## src/rtl/spi_master_param.sv

```systemverilog
// spi_master_param: parametrised full-duplex SPI master with CPHA=0 and selectable CPOL (mode 0/2).
// Latency: accept edge to done = (2*DATA_W+2)*CLK_DIV clk; accept edge to next tx_ready = (2*DATA_W+3)*CLK_DIV clk.
// Backpressure: tx_ready is low from accept until the post-transfer gap ends; tx_valid is ignored (not queued) meanwhile.
// Optional feature macro SPI_LOOPBACK_EN: the rx path samples the internal mosi register instead of the miso port.
module spi_master_param #(
    parameter int DATA_W    = 12,
    parameter int CLK_DIV   = 10,
    parameter int MSB_FIRST = 0,
    parameter int CPOL      = 0
) (
    input  logic              i_clk,
    input  logic              i_rst_n,
    input  logic              i_tx_valid,
    output logic              o_tx_ready,
    input  logic [DATA_W-1:0] i_din,
    input  logic              i_miso,
    output logic              o_sclk,
    output logic              o_cs,
    output logic              o_mosi,
    output logic [DATA_W-1:0] o_rx_data,
    output logic              o_done,
    output logic              o_busy
);
    localparam int              DIV_W     = (CLK_DIV > 1) ? $clog2(CLK_DIV) : 1;
    localparam int              HP_W      = $clog2(2 * DATA_W);
    localparam logic [DIV_W-1:0] DIV_LAST = DIV_W'(CLK_DIV - 1);
    localparam logic [HP_W-1:0]  HP_LAST  = HP_W'(2 * DATA_W - 1);
    localparam logic            SCLK_IDLE = (CPOL != 0);
    localparam logic            MSB       = (MSB_FIRST != 0);

    typedef enum logic [2:0] {S_IDLE, S_SETUP, S_SHIFT, S_HOLD, S_GAP} state_t;

    state_t            r_state;
    state_t            w_state_nxt;
    logic [DIV_W-1:0]  r_div;
    logic [HP_W-1:0]   r_hp_cnt;
    logic [DATA_W-1:0] r_tx_sh;
    logic [DATA_W-1:0] r_rx_sh;
    logic [DATA_W-1:0] r_rx_data;
    logic              r_sclk;
    logic              r_cs;
    logic              r_mosi;
    logic              r_tx_ready;
    logic              r_done;
    logic              r_busy;
    logic              w_accept;
    logic              w_hp_end;
    logic              w_lead;
    logic              w_trail;
    logic              w_rx_bit;

    assign w_accept = i_tx_valid && r_tx_ready;
    assign w_hp_end = (r_state != S_IDLE) && (r_div == DIV_LAST);
    // In SHIFT, an HP end with sclk still at idle level is a leading edge, otherwise trailing.
    assign w_lead   = (r_state == S_SHIFT) && w_hp_end && (r_sclk == SCLK_IDLE);
    assign w_trail  = (r_state == S_SHIFT) && w_hp_end && (r_sclk != SCLK_IDLE);

`ifdef SPI_LOOPBACK_EN
    logic w_unused_miso;
    assign w_unused_miso = i_miso;
    assign w_rx_bit      = r_mosi;
`else
    assign w_rx_bit      = i_miso;
`endif

    // State register.
    always_ff @(posedge i_clk or negedge i_rst_n) begin
        if (!i_rst_n) r_state <= S_IDLE;
        else          r_state <= w_state_nxt;
    end

    // Next-state logic: every non-idle phase advances on a half-period end.
    always_comb begin
        w_state_nxt = r_state;
        case (r_state)
            S_IDLE:  if (w_accept) w_state_nxt = S_SETUP;
            S_SETUP: if (w_hp_end) w_state_nxt = S_SHIFT;
            S_SHIFT: if (w_trail && (r_hp_cnt == HP_LAST)) w_state_nxt = S_HOLD;
            S_HOLD:  if (w_hp_end) w_state_nxt = S_GAP;
            S_GAP:   if (w_hp_end) w_state_nxt = S_IDLE;
            default: w_state_nxt = S_IDLE;
        endcase
    end

    // Half-period divider and count of half-periods spent in SHIFT.
    always_ff @(posedge i_clk or negedge i_rst_n) begin
        if (!i_rst_n) begin
            r_div    <= '0;
            r_hp_cnt <= '0;
        end else begin
            if (r_state == S_IDLE || r_div == DIV_LAST) r_div <= '0;
            else                                         r_div <= r_div + DIV_W'(1);
            if (r_state != S_SHIFT) r_hp_cnt <= '0;
            else if (w_hp_end)      r_hp_cnt <= r_hp_cnt + HP_W'(1);
        end
    end

    // Registered handshake/framing outputs derived from the upcoming state.
    always_ff @(posedge i_clk or negedge i_rst_n) begin
        if (!i_rst_n) begin
            r_tx_ready <= 1'b1;
            r_busy     <= 1'b0;
            r_cs       <= 1'b1;
            r_sclk     <= SCLK_IDLE;
        end else begin
            r_tx_ready <= (w_state_nxt == S_IDLE);
            r_busy     <= (w_state_nxt != S_IDLE);
            r_cs       <= (w_state_nxt == S_IDLE) || (w_state_nxt == S_GAP);
            if (r_state == S_SHIFT && w_hp_end) r_sclk <= ~r_sclk;
            else if (r_state != S_SHIFT)        r_sclk <= SCLK_IDLE;
        end
    end

    // Transmit shifter: load on accept, present the next bit on each trailing edge, park mosi low at HOLD end.
    always_ff @(posedge i_clk or negedge i_rst_n) begin
        if (!i_rst_n) begin
            r_tx_sh <= '0;
            r_mosi  <= 1'b0;
        end else if (w_accept) begin
            r_tx_sh <= i_din;
            r_mosi  <= MSB ? i_din[DATA_W-1] : i_din[0];
        end else if (w_trail) begin
            if (MSB) begin
                r_tx_sh <= {r_tx_sh[DATA_W-2:0], 1'b0};
                r_mosi  <= r_tx_sh[DATA_W-2];
            end else begin
                r_tx_sh <= {1'b0, r_tx_sh[DATA_W-1:1]};
                r_mosi  <= r_tx_sh[1];
            end
        end else if (r_state == S_HOLD && w_hp_end) begin
            r_mosi <= 1'b0;
        end
    end

    // Receive shifter: capture on leading edges in the same bit order as transmit; publish with done.
    always_ff @(posedge i_clk or negedge i_rst_n) begin
        if (!i_rst_n) begin
            r_rx_sh   <= '0;
            r_rx_data <= '0;
            r_done    <= 1'b0;
        end else begin
            r_done <= 1'b0;
            if (w_lead) begin
                if (MSB) r_rx_sh <= {r_rx_sh[DATA_W-2:0], w_rx_bit};
                else     r_rx_sh <= {w_rx_bit, r_rx_sh[DATA_W-1:1]};
            end
            if (r_state == S_HOLD && w_hp_end) begin
                r_rx_data <= r_rx_sh;
                r_done    <= 1'b1;
            end
        end
    end

    assign o_tx_ready = r_tx_ready;
    assign o_busy     = r_busy;
    assign o_cs       = r_cs;
    assign o_sclk     = r_sclk;
    assign o_mosi     = r_mosi;
    assign o_rx_data  = r_rx_data;
    assign o_done     = r_done;

endmodule
```

## config.mk

```make
export PLATFORM = sky130hd
export DESIGN_NAME = spi_master_param
export DESIGN_NICKNAME = d
export VERILOG_FILES = /design/src/rtl/spi_master_param.sv
export SDC_FILE = /design/constraint.sdc
export NUM_CORES = 1
export LEC_CHECK = 0
export BUFFER_PORTS_ARGS = -buffer_cell sky130_fd_sc_hd__buf_2
export CAP_MARGIN = 0
export CORE_ASPECT_RATIO = 0.8
export CORE_MARGIN = 1.5
export CORE_UTILIZATION = 60
export DETAILED_ROUTE_END_ITERATION = 7
export PLACE_DENSITY = 0.95
export SLEW_MARGIN = 20
export SYNTH_ARGS = -nofsm -noshare
export SYNTH_HDL_FRONTEND = slang
export SYNTH_SLANG_ARGS = --single-unit
```

## constraint.sdc

```tcl
create_clock -name i_clk -period 4.45 [get_ports i_clk]
set_input_delay 0.2225 -clock i_clk [delete_from_list [all_inputs] [get_ports i_clk]]
set_output_delay 0.2225 -clock i_clk [all_outputs]
set_load 0.03 [all_outputs]
```

==> impl_metrics.tcl <==
set metrics [dict create \
    grt_pass1_wl_um 7870 \
    drtIter0Drc 168 \
    status "complete, no violations" \
    swShare_pct 18.8 \
    port_buffers 33 \
    fin_util_pct 69.9 \
    cts_buffers 5 \
    final_nets 241 \
    core_region_area_mm2 0.00378 \
    min_period_over_period_pct 59.1 \
    power_switching_uw 165 \
    final_cell_area_mm2 0.00264 \
    track_usage_pct 24.9 \
    syn_area_mm2 0.00234 \
    drive_gt1_share_pct 32.3 \
    cts.sinks 53 \
    slew_viol_final 0 \
    synth_area_leaders "dfrtp_1 55%, mux2_2 12%, o31ai_1 4.2%, a31oi_1 3.2%, nor2_1 3.2%" \
    top_layer_used "met4" \
    syn_nets 216 \
    num_antenna_cells 0 \
    synth_most_common_cell "dfrtp_1" \
    post-place-ws_ns 1.91 \
    worstMarginPinSlew_ns 0.909 \
    yosysUniqueCellTypes 34 \
    overflow 0 \
    maxSlewHeadroom_pct 39.2 \
    io_pins 34 \
    ys_ff_latch 53 \
    gp_congestion 0.781 \
    initial_utilization_pct 62.0 \
    viasPerCell 6.10 \
    clk_pin_slew_ns 0.09 \
    wl_per_cell_um 17.4 \
    die_area_mm2 0.00429 \
    ys_async_sr_fraction_pct 100 \
    syn_inst 197 \
    syn_area_per_cell_um2 11.9 \
    multi_input_area_um2 916 \
    synth_warnings 0 \
    ant_nets 0 \
    tns_ns 0 \
    grt_pass1_vias 1596 \
    ys_seq_area_share_pct 56.8 \
    wl_met1_um 1990 \
    p_leak_nw 1.27 \
    met3WireLength_um 240 \
    tritoncts "done" \
    seq_area_mm2 0.00133 \
    hold_buffers 0 \
    p_clk_share_pct 43.0 \
    min_path_type "input port to flip-flop" \
    synth_flop_cell "dfrtp_1" \
    cp_max_fo 22 \
    core.rowCount 20 \
    seqPwrFrac_pct 55.1 \
    routed_wl_um 4840 \
    clock.fmax_ghz 0.380 \
    timing.final.ws_setup_ns 1.82 \
    yosysTopAreaCell "dfrtp_1" \
    synthToLayoutAreaGrowth_pct 12.8 \
    comb_power_share_pct 1.9 \
    synth_edf_count 0 \
    holdWs_ns 0.130 \
    fp.dieH_um 58.9 \
    hold_viol 0 \
    setup_viol 0 \
    arrival_ns 2.82 \
    nFillCells 247 \
    finalClockSkew_ns 0.00458 \
    dp.cells 269 \
    report.power.total_uw 877 \
    cts_buffer_depth 2 \
    die_width_um 72.8 \
    cts_setup_buffers 0 \
    cts_max_level 2 \
    fin_crit_ns 2.63 \
    drc 0 \
    vdd_drop_max_v 0.000286 \
    yosysTopAreaCellShare_pct 54.5 \
    antenna_found_initial 0 \
    post_dp_cell_area_mm2 0.00249 \
    grt_max_degree 54 \
    wl_met2_um 2490 \
    root_buffer "clkbuf_8" \
    power_density_mw_per_mm2 332 \
    rsz0062_at_grt "no" \
    internal_power_uw 712 \
    path_class "flip-flop to flip-flop" \
    worstSetupEndpointType "flip-flop" \
    start_kind "flip-flop" \
    max-cap-violations 0 \
    ys_top_cells_by_count "51 x dfrtp_1, 24 x mux2_2, 20 x nor2_1, 13 x o31ai_1, 12 x a31oi_1" \
    cts_resized 0 \
    num_vias 1696 \
    finalNonFillerCells 278 \
    drt_pass1_iterations 4 \
    hpwlAfterDp_um 3120 \
    clock_latency_ns 0.30 \
    crit_required_ns 4.64 \
]
[flip-flops by register name, indices dropped and copies added (netlist names)]
register,flops
r_tx_sh,11
o_mosi,1
r_div,4
o_sclk,1
o_tx_ready,1
r_hp_cnt,5
o_busy,1
o_cs,1
o_done,1
o_rx_data,12
r_rx_sh,12
r_state,3
[per-layer routing]
layer	vias up	global-route usage, %
li1	767	-
met3	13	3.94
met4	0	12.1
met5	-	0
met2	73	40.5
met1	843	33.0
[cell type report]
| cell class | instances | share of cell area [%] |
|---|---|---|
| Multi-Input combinational cell | 124 | 34.7 |
| Clock inverter | 3 | 2.46 |
| Sequential cell | 53 | 50.3 |
| Clock buffer | 5 | 2.61 |
| Inverter | 4 | 0.569 |
| Timing Repair Buffer | 34 | 6.73 |
| Tap cell | 55 | 2.61 |
[power by group through the flow]
stage          Clock [mW]  Combinational [mW]  Sequential [mW]
4_1_cts             0.376              0.0165            0.483
3_5_place_dp            0              0.0164            0.493
2_1_floorplan           0            0.000883            0.492
3_3_place_gp            0              0.0161            0.492
5_1_grt             0.400              0.0193            0.483
6_report            0.377              0.0168            0.483
[cell usage in the layout (no fill, tap or decap)]
cell type,n
or4_1,1
o31ai_1,13
o311ai_0,2
mux2_2,24
buf_2,32
nor3b_2,1
clkbuf_8,5
nand2b_1,1
or3b_1,1
a21oi_1,5
dfstp_2,2
dfrtp_1,51
nor3_4,2
nand3_1,1
a31o_2,2
dlygate4sd3_1,1
ha_1,3
a31oi_1,12
nor2_1,20
nand4_1,11
buf_4,1
xor2_1,1
bufinv_16,2
o41ai_1,2
nand4b_1,3
clkinv_2,1
and2_1,1
nand3b_1,1
nand2_1,9
nor3_1,1
inv_1,4
a22oi_1,1
o22ai_1,1
o21ai_0,1
and3b_1,1
xnor2_1,3
[kinds of logic (layout without fill, tap and decap cells)]
logic type | Yosys count | after routing | synth area share [%]
and+or+nand+nor | 54 | 54 | 12.7
DFF | 53 | 53 | 56.8
AOI/OAI and AO/OA | 39 | 39 | 11.5
muxes | 24 | 24 | 11.5
buffers and inverters | 20 | 46 | 4.38
xor gates and xnor gates | 4 | 4 | 1.50
adders and majority gates | 3 | 3 | 1.60
[path summary, 6_finish.rpt]
| path | startpoint | to | slack (ns) | cells after the start |
|---|---|---|---|---|
| setup / recovery | r_div[1] | r_rx_sh[1] | 1.82 | 5 |
| hold / removal | i_din[11] | r_tx_sh[11] | 0.13 | 3 |
| setup reg to reg | r_div[1] | r_rx_sh[1] | 1.82 | 5 |
| hold reg to reg | o_rx_data[0] | o_rx_data[0] | 0.51 | 1 |
| max in group asynchronous | i_rst_n | o_rx_data[4] | 3.54 | 2 |
| min in group asynchronous | i_rst_n | o_rx_data[11] | 0.48 | 2 |
[worst max-delay path: stages, from the launching register on]
cell      delay (ns)
dfrtp_1         0.40
inv_1           0.07
ha_1            0.21
nand3b_1        0.63
nor3_4          0.78
mux2_2          0.42
No activity file was read; power rests on OpenSTA's default activity.
